### src/rtl/rf_wb_arbiter.sv
// rtl/rf_wb_arbiter.sv - two-source writeback arbiter driving the register file write port
// Optional read-after-write forwarding mux enabled by defining RF_WB_FWD_EN.
module rf_wb_arbiter #(
  parameter int ADDR_W = 3,
  parameter int DATA_W = 32,
  parameter bit RR     = 1'b1
) (
  input  logic              clk,
  input  logic              rst,
  input  logic              hold,
  input  logic              v0,
  input  logic [ADDR_W-1:0] a0,
  input  logic [DATA_W-1:0] d0,
  output logic              rdy0,
  input  logic              v1,
  input  logic [ADDR_W-1:0] a1,
  input  logic [DATA_W-1:0] d1,
  output logic              rdy1,
  output logic              we,
  output logic [ADDR_W-1:0] wa,
  output logic [DATA_W-1:0] wd,
  output logic [7:0]        conflicts
`ifdef RF_WB_FWD_EN
  ,
  input  logic [ADDR_W-1:0] ra1,
  input  logic [ADDR_W-1:0] ra2,
  input  logic [DATA_W-1:0] rf_rd1,
  input  logic [DATA_W-1:0] rf_rd2,
  output logic [DATA_W-1:0] fwd_rd1,
  output logic [DATA_W-1:0] fwd_rd2
`endif
);

  logic              we_q, we_d;
  logic [ADDR_W-1:0] wa_q, wa_d;
  logic [DATA_W-1:0] wd_q, wd_d;
  logic              last_gnt_q, last_gnt_d;
  logic [7:0]        conflicts_q, conflicts_d;
  logic              gnt0, gnt1;

  // With both valid under round-robin, the source that did not win last transfer goes.
  always_comb begin
    gnt0 = 1'b0;
    gnt1 = 1'b0;
    if (!rst && !hold) begin
      if (v0 && v1) begin
        if (RR && !last_gnt_q) gnt1 = 1'b1;
        else                   gnt0 = 1'b1;
      end else if (v0) begin
        gnt0 = 1'b1;
      end else if (v1) begin
        gnt1 = 1'b1;
      end
    end
  end

  always_comb begin
    we_d        = gnt0 | gnt1;
    wa_d        = wa_q;
    wd_d        = wd_q;
    last_gnt_d  = last_gnt_q;
    conflicts_d = conflicts_q;
    if (gnt0) begin
      wa_d       = a0;
      wd_d       = d0;
      last_gnt_d = 1'b0;
    end else if (gnt1) begin
      wa_d       = a1;
      wd_d       = d1;
      last_gnt_d = 1'b1;
    end
    if (v0 && v1 && !hold && conflicts_q != 8'hFF) conflicts_d = conflicts_q + 8'd1;
  end

  always_ff @(posedge clk) begin
    if (rst) begin
      we_q        <= 1'b0;
      wa_q        <= '0;
      wd_q        <= '0;
      last_gnt_q  <= 1'b1;
      conflicts_q <= 8'd0;
    end else begin
      we_q        <= we_d;
      wa_q        <= wa_d;
      wd_q        <= wd_d;
      last_gnt_q  <= last_gnt_d;
      conflicts_q <= conflicts_d;
    end
  end

  assign rdy0      = gnt0;
  assign rdy1      = gnt1;
  assign we        = we_q;
  assign wa        = wa_q;
  assign wd        = wd_q;
  assign conflicts = conflicts_q;

`ifdef RF_WB_FWD_EN
  // Bypass the pending write to readers during the cycle before the file holds it.
  assign fwd_rd1 = (we_q && wa_q == ra1) ? wd_q : rf_rd1;
  assign fwd_rd2 = (we_q && wa_q == ra2) ? wd_q : rf_rd2;
`endif

endmodule

### config.mk
export PLATFORM = sky130hd
export DESIGN_NAME = rf_wb_arbiter
export DESIGN_NICKNAME = d
export VERILOG_FILES = /design/src/rtl/rf_wb_arbiter.sv
export SDC_FILE = /design/constraint.sdc
export NUM_CORES = 1
export LEC_CHECK = 0
export CAP_MARGIN = 20
export CORE_UTILIZATION = 60
export CTS_BUF_LIST = sky130_fd_sc_hd__clkbuf_4 sky130_fd_sc_hd__clkbuf_8
export CTS_CLUSTER_SIZE = 16
export DETAILED_ROUTE_END_ITERATION = 8
export DONT_BUFFER_PORTS = 1
export GPL_TIMING_DRIVEN = 1
export PLACE_DENSITY = 0.83
export REMOVE_ABC_BUFFERS = 1
export SETUP_SLACK_MARGIN = 0.15
export SYNTH_ARGS = -nofsm -noshare
export SYNTH_HDL_FRONTEND = slang
export SYNTH_SLANG_ARGS = --single-unit
### constraint.sdc
create_clock -name clk -period 1.6 [get_ports clk]
set_input_delay 0.32 -clock clk [delete_from_list [all_inputs] [get_ports clk]]
set_output_delay 0.32 -clock clk [all_outputs]
set_load 0.005 [all_outputs]
-- After elaboration in Yosys (flattened, before gate mapping)
Index checks and enable logic that the tools add are counted.
- output and inout port bits: 46
- register bits after elaboration: 45
- logic and storage cells: 30
- bits of input ports: 75
- bitwise operators: 1
- muxes and demuxes: 15
- equal/unequal tests: 1
- reduce and logical (&&, ||, !) cells: 7
- add/subtract/negate cells: 1
- operators with widths (cell ; count):
    32-bit two-way mux ; 2
    1-bit two-way mux ; 11
    8-bit by 1-bit adder with 8-bit output, second input constant ; 1
    8-bit inequality test, second input constant ; 1
    3-bit two-way mux ; 2
    1-bit logical AND ; 4
    1-bit zero test ; 2
    2-bit nonzero test ; 1
    1-bit OR ; 1

-- Logic depth before layout (Yosys ltp)
Gate-level depths: netlist of the first run.
- depth in word-level cells: 6
- mapped depth: 7
- mapped depth without buffers: 5

-- Worst setup path before layout of the first run
OpenSTA, ideal clock, no wires.
- path type: flip-flop to flip-flop
- start: register conflicts_q[0] (netlist: conflicts[0])
- end: register conflicts_q[5] (netlist: conflicts[5])
- data required time: 1530 ps
- setup time: 70 ps
- data arrival time: 1362 ps
- setup slack: 168 ps
- cell stages (with the launch flop): 6
- cell sequence: dfxtp_1 -> ha_1 -> nand4_1 -> o21ai_2 -> or4_1 -> a21oi_1
- longest elaborated chain between the ends: 2
- elaborated cells between the ends (all ways): 3
- classes of those cells: add/sub (1); eq/ne (1); reduce/logical (1)
- RTL lines (item ; RTL line ; text):
    start, declared ; 38 ; logic [7:0] conflicts_q, conflicts_d;
    start signal, assigned ; 87 ; conflicts_q <= conflicts_d;
    branches (longest 2 deep; another with 8-bit by 1-bit adder with 8-bit output) ; -- ;
Several ways; the timed one is not identified.
A chain may end at the register's enable or synchronous reset.

-- Worst setup path after layout of the first run
- start: register last_gnt_q
- end: output rdy0
- longest elaborated chain between the ends: 3
- RTL lines (item ; RTL line ; text):
    start, declared ; 37 ; logic last_gnt_q, last_gnt_d;
    start signal, assigned ; 86 ; last_gnt_q <= last_gnt_d;
    1-bit two-way mux ; 47 ; if (RR && !last_gnt_q) gnt1 = 1'b1;
    1-bit two-way mux ; 46 ; if (v0 && v1) begin
    1-bit two-way mux ; 45 ; if (!rst && !hold) begin
    end, declared ; 14 ; output logic rdy0,
Every way passes these cells.

==> results.ini, run 1 <==
[outcome]
status=completed

[drt]
drtIter0Drc=162
wl_met2_um=2550
vias_per_cell=6.20
wl_met3_um=331
wire_per_inst_um=17.2
drt_wl_total_um=5240
dr.pass1.iters=4
routed.top_layer=met4
drc=0
vias=1884
ant_nets=0
wl_met1_um=2270

[placed_design]
io_buffers=0
gp_congestion=0.803
dp_hpwl_um=3260
dp_cells=287
place_ws_ps=78.7
placed_cell_area_sq_um=2010

[power_and_ir_drop]
p_leak_nw=0.841
clkPwrFrac_pct=28.3
pwr-share-comb_pct=11.0
power.switching_uw=520
power_frac_seq_pct=60.6
internal-power_mw=1.51
sw_frac_of_total_pct=25.6
p_per_area_nw_per_um2=913
irDropWorstVdd_uv=644

[timing]
slew_violations=0
fin_tns_setup_ps=0
slew_headroom_pct=75.5
fmax_ghz=0.687
worst_pin_slew_ps=368
setup_viol=0
rsz0062_at_grt=yes
period_needed_ps=1460
final.setup_skew_ps=3.03
period_share_pct=91.0
hold_viol=0
setup_slack_ps=144

[final_layout]
final_area_sq_um=2220
syn2layout_area_growth_pct=13.8
antenna_cells=0
final_cells=304
layout_common_cells=78 x nor2_1, 41 x dfxtp_1, 37 x nor3_1, 36 x nor4_1, 13 x buf_4
drive_above_1_share_pct=15.4
num-nets-final=335
fillers=264
layout_commonest_cell=nor2_1

[clocking]
cts_buffer_depth=2
cts_root_buf=clkbuf_4
htreeDepth=2
cts_made_buffers=5
hold_buffers=0
path_clk_slew_ps=120
cts_tree=built
clk_latency_ps=350
clock_sinks=45

[global_routing]
grt_pass1_vias=1710
grt_start_max_net_pins=46
grt_pass1_wl_um=7530
antenna_found_initial=0
overflow=0
track_usage_pct=29.0

[logic_synthesis]
synthAdderAreaFrac_pct=0.641
synth_compound_gate_area_share_pct=4.23
synthesis.area_sq_um=1950
synth-seq-cells=45
synth_cell_type_count=31
synthesis.instances=252
ys_warn_count=0
yosysSeqAreaShare_pct=46.1
synthSimpleGateAreaFrac_pct=42.7
synth_top_family_by_area=simple AND/OR/NAND/NOR gates
synth_xor_area_share_pct=0.897
synthesis.area_per_instance_sq_um=7.75
muxShareOfSynthArea_pct=0.512

[critical_path]
r2r_cells=5
path_cells=nand2b_4 > nand3_4 > clkinv_4 > buf_12
critPathKind=reg -> out
crit_slowest_cell=dfxtp_2
cp-end-kind=output port
crit_path_max_incr_delay_ps=350
cp_max_fo=5
cp.arrival_ps=1140
start_kind=register
worst-endpoint-required_ps=1280

[die]
ios=121
die_h_um=59.1
start_util_pct=63.5
num_rows=20
die_x_um=59.1
dieArea_sq_um=3490
core_area_sq_um=3080

[hold_path]
min_path_cells=1
min_path_type=in -> reg

[run]
max_cap_viol_count=0

==> what timing repair did <==
action / in CTS / in global routing
cloned: 1 / 1
setup buffers: 5 / 2
setup endpoints to repair: 4 / 13
pin swaps: 2 / 4
hold endpoints to repair: 0 / 8
resized for setup: 8 / 7
==> power by group through the flow <==
stage / Clock [mW] / Sequential, mW / Combinational, mW
6_report: 0.575 / 1.23 / 0.224
4_1_cts: 0.578 / 1.23 / 0.213
3_3_place_gp: 0 / 1.25 / 0.186
2_1_floorplan: 0 / 1.24 / 0.140
5_1_grt: 0.629 / 1.24 / 0.246
3_5_place_dp: 0 / 1.25 / 0.193
==> per-layer routing <==
| metal | up-vias | global-route usage (%) |
|---|---|---|
| met3 | 9 | 6.77 |
| met2 | 85 | 50.0 |
| met5 | - | 0 |
| met1 | 890 | 34.6 |
| li1 | 900 | - |
| met4 | 0 | 12.2 |
==> metrics by stage <==
stage	power, mW	util [%]	hold slack, ps
2_1_floorplan	1.38	-	389
3_3_place_gp	1.44	65.4	395
3_5_place_dp	1.45	65.4	397
4_1_cts	2.02	70.6	6.84
5_1_grt	2.11	72.2	-20.8
6_report	2.03	72.2	11.5
==> path summary, 6_finish.rpt <==
kind | from | to | slack (ps)
setup / recovery | last_gnt_q$_SDFFE_PP1P_ | rdy0 | 140
hold / removal | rst | conflicts[5]$_SDFFE_PP0P_ | 10
setup reg to reg | conflicts[1]$_SDFFE_PP0P_ | conflicts[5]$_SDFFE_PP0P_ | 160
hold reg to reg | wd[12]$_SDFFE_PP0P_ | wd[12]$_SDFFE_PP0P_ | 520
==> synthesized netlist by cell type <==
cell,n,area [sq um]
nor2_4,1,11.3
xnor2_1,1,8.76
nand2_1,4,15.0
buf_4,3,22.5
ha_1,1,12.5
nand3b_1,1,7.51
a211oi_1,3,22.5
and3_2,1,7.51
o21bai_1,1,7.51
nor3_1,37,185
inv_2,1,3.75
nor4_1,36,225
nand2b_1,1,6.26
a21oi_1,4,20.0
nand4_1,1,6.26
dfxtp_1,45,901
buf_2,4,20.0
clkinv_1,1,3.75
o21ai_2,2,17.5
mux2i_1,1,10.0
nand3_4,1,17.5
clkbuf_1,10,37.5
o31ai_1,2,15.0
xor2_1,1,8.76
and3b_1,1,8.76
and4_1,1,8.76
inv_1,2,7.51
and3_1,2,12.5
or4_1,2,15.0
nor2_1,78,293
nand3_1,3,15.0
==> cell type report <==
| cell class | count | area, sq um | share of cell area (%) |
|---|---|---|---|
| sequential | 45 | 908 | 40.9 |
| inverter | 4 | 20.0 | 0.901 |
| timing repair buffer | 17 | 190 | 8.56 |
| multi-input combinational | 186 | 988 | 44.5 |
| clock buffer | 8 | 60.1 | 2.70 |
| tap | 44 | 55.1 | 2.48 |
==> registers in the layout (all words and copies together), names as in the netlist <==
register    count
wa              3
conflicts       8
we              1
last_gnt_q      1
wd             32
==> cells by family (layout without fill, tap and decap cells) <==
logic type      Yosys count  after routing
compound gates           12             12
xor+xnor                  2              2
fa+ha+maj                 1              1
buf+inv                  21             29
flops                    45             45
mux                       1              1
simple gates            170            170
==> critical path, delay by kind of cell, from the launching register on <==
| kind | cells | cell delay (ps) |
|---|---|---|
| buffers and inverters | 2 | 210 |
| DFF | 1 | 350 |
| and+or+nand+nor | 2 | 230 |
Power figures use the tool's default switching activity.
==> run 2, diff against run 1 <==
==> constraint.sdc (replaced) <==
create_clock -name clk -period 1.5 [get_ports clk]
set_input_delay 0.3 -clock clk [delete_from_list [all_inputs] [get_ports clk]]
set_output_delay 0.3 -clock clk [all_outputs]
set_load 0.005 [all_outputs]
==> run 2 against run 1 <==
  * Core utilization rose by 2.7 points
  * Total power rose by 6.3%
  * Critical path depth rose by 1
  * Combinational power rose by 12%
  * Largest power group unchanged
  * Critical path type is now reg -> reg
==> results.ini, run 2 (synthesized netlist as in run 1, its figures left out) <==
[outcome]
status=completed

[timing]
fin_tns_setup_ps=0
period_share_pct=94.0
final.setup_skew_ps=5.96
slew_violations=0
setup_slack_ps=90.7
hold_viol=0
setup_viol=0
worst_pin_slew_ps=271
period_needed_ps=1410
slew_headroom_pct=81.8
whs_ps=17.7
fmax_ghz=0.710
rsz0062_at_grt=yes

[die]
start_util_pct=63.5
core_area_sq_um=3080
die_x_um=59.1
dieArea_sq_um=3490
die_h_um=59.1
ios=121
num_rows=20

[hold_path]
min_to=wd[29]$_SDFFE_PP0P_
min_path_type=in -> reg
hp-start=rst
min_path_cells=1

[clocking]
htreeDepth=2
cts_made_buffers=5
path_clk_slew_ps=120
clk_latency_ps=340
clock_sinks=45
cts_root_buf=clkbuf_4
cts_buffer_depth=2
cts_tree=built
hold_buffers=0

[critical_path]
reg2reg_from=conflicts[1]$_SDFFE_PP0P_
reg2reg_slack_ps=90
cp-end-kind=register
crit_slowest_cell=or4_1
r2r_cells=5
critPathKind=reg -> reg
worstSetupStartpoint=conflicts[1]$_SDFFE_PP0P_
crit_path_max_incr_delay_ps=480
worst-endpoint-required_ps=1770
reg2reg_to=conflicts[5]$_SDFFE_PP0P_
start_kind=register
path_cells=ha_4 > nand4_1 > o21ai_2 > or4_1 > a21oi_2
cp_max_fo=4
cp.arrival_ps=1680

[placed_design]
dp_cells=291
io_buffers=0
gp_congestion=0.775
place_ws_ps=23.2
placed_cell_area_sq_um=2040
dp_hpwl_um=3420

[power_and_ir_drop]
p_per_area_nw_per_um2=936
irDropWorstVdd_uv=605
report.power.total_mw=2.16
p_leak_nw=0.863

[global_routing]
grt_pass1_wl_um=7560
antenna_found_initial=0
grt_pass1_vias=1717
track_usage_pct=28.8
grt_start_max_net_pins=46
overflow=0

[final_layout]
antenna_cells=0
layout_commonest_cell=nor2_1
final_area_sq_um=2310
largest_reg_flops=32
layout_common_cells=78 x nor2_1, 40 x dfxtp_1, 33 x nor3_1, 30 x nor4_1, 11 x buf_4
fillers=241
post-route-util_pct=74.9
drive_above_1_share_pct=19.6
final_cells=304
num-nets-final=336
syn2layout_area_growth_pct=18.1

[drt]
wl_met3_um=497
wl_met1_um=2120
wire_per_inst_um=17.1
vias_per_cell=6.34
vias=1926
drc=0
dr.pass1.iters=4
drtIter0Drc=180
wl_met2_um=2520
drt_wl_total_um=5200
ant_nets=0
routed.top_layer=met4

[run]
max_cap_viol_count=0

run 2: power breakdown:
group	switching, mW	internal, mW	leakage (nW)	total, mW
combinational	0.136	0.114	0.457	0.251
sequential	0.0529	1.26	0.371	1.31
clock	0.354	0.240	0.0348	0.594
run 2: worst max path at each step:
stage,to,slack [ps]
after detailed placement,wd[0]$_SDFFE_PP0P_,20
after floorplan,wa[0]$_SDFFE_PP0P_,-830
after global placement,conflicts[5]$_SDFFE_PP0P_,130
after CTS,rdy0,110
final,conflicts[5]$_SDFFE_PP0P_,90
after global routing,rdy0,40
run 2: repair_timing:
| item | in CTS | in global routing |
|---|---|---|
| pin swaps | 3 | 4 |
| hold endpoints to repair | 0 | 29 |
| cloned | 1 | 1 |
| resized for setup | 12 | 17 |
| setup endpoints to repair | 42 | 31 |
| buffers inserted | 4 | 0 |
run 2: area by class of cell:
class | instances | area (sq um) | area share, %
inverter | 4 | 17.5 | 0.760
multi-input combinational | 186 | 1050 | 45.5
tap | 44 | 55.1 | 2.39
timing repair buffer | 18 | 216 | 9.39
sequential | 45 | 910 | 39.4
clock buffer | 7 | 58.8 | 2.55
run 2: critical path, delay by kind of cell (launching register included):
family / cells / cell delay [ps]
AND/OR/NAND/NOR: 2 / 580
flip-flops: 1 / 390
AO/OA/AOI/OAI: 2 / 220
adder cells (fa/ha/maj): 1 / 160
run 2: layer usage:
metal  vias to the layer above  GRT usage [%]
li1                        907              -
met1                       873           34.5
met2                       133           49.2
met3                        13           7.86
met4                         0           10.5
met5                         -              0
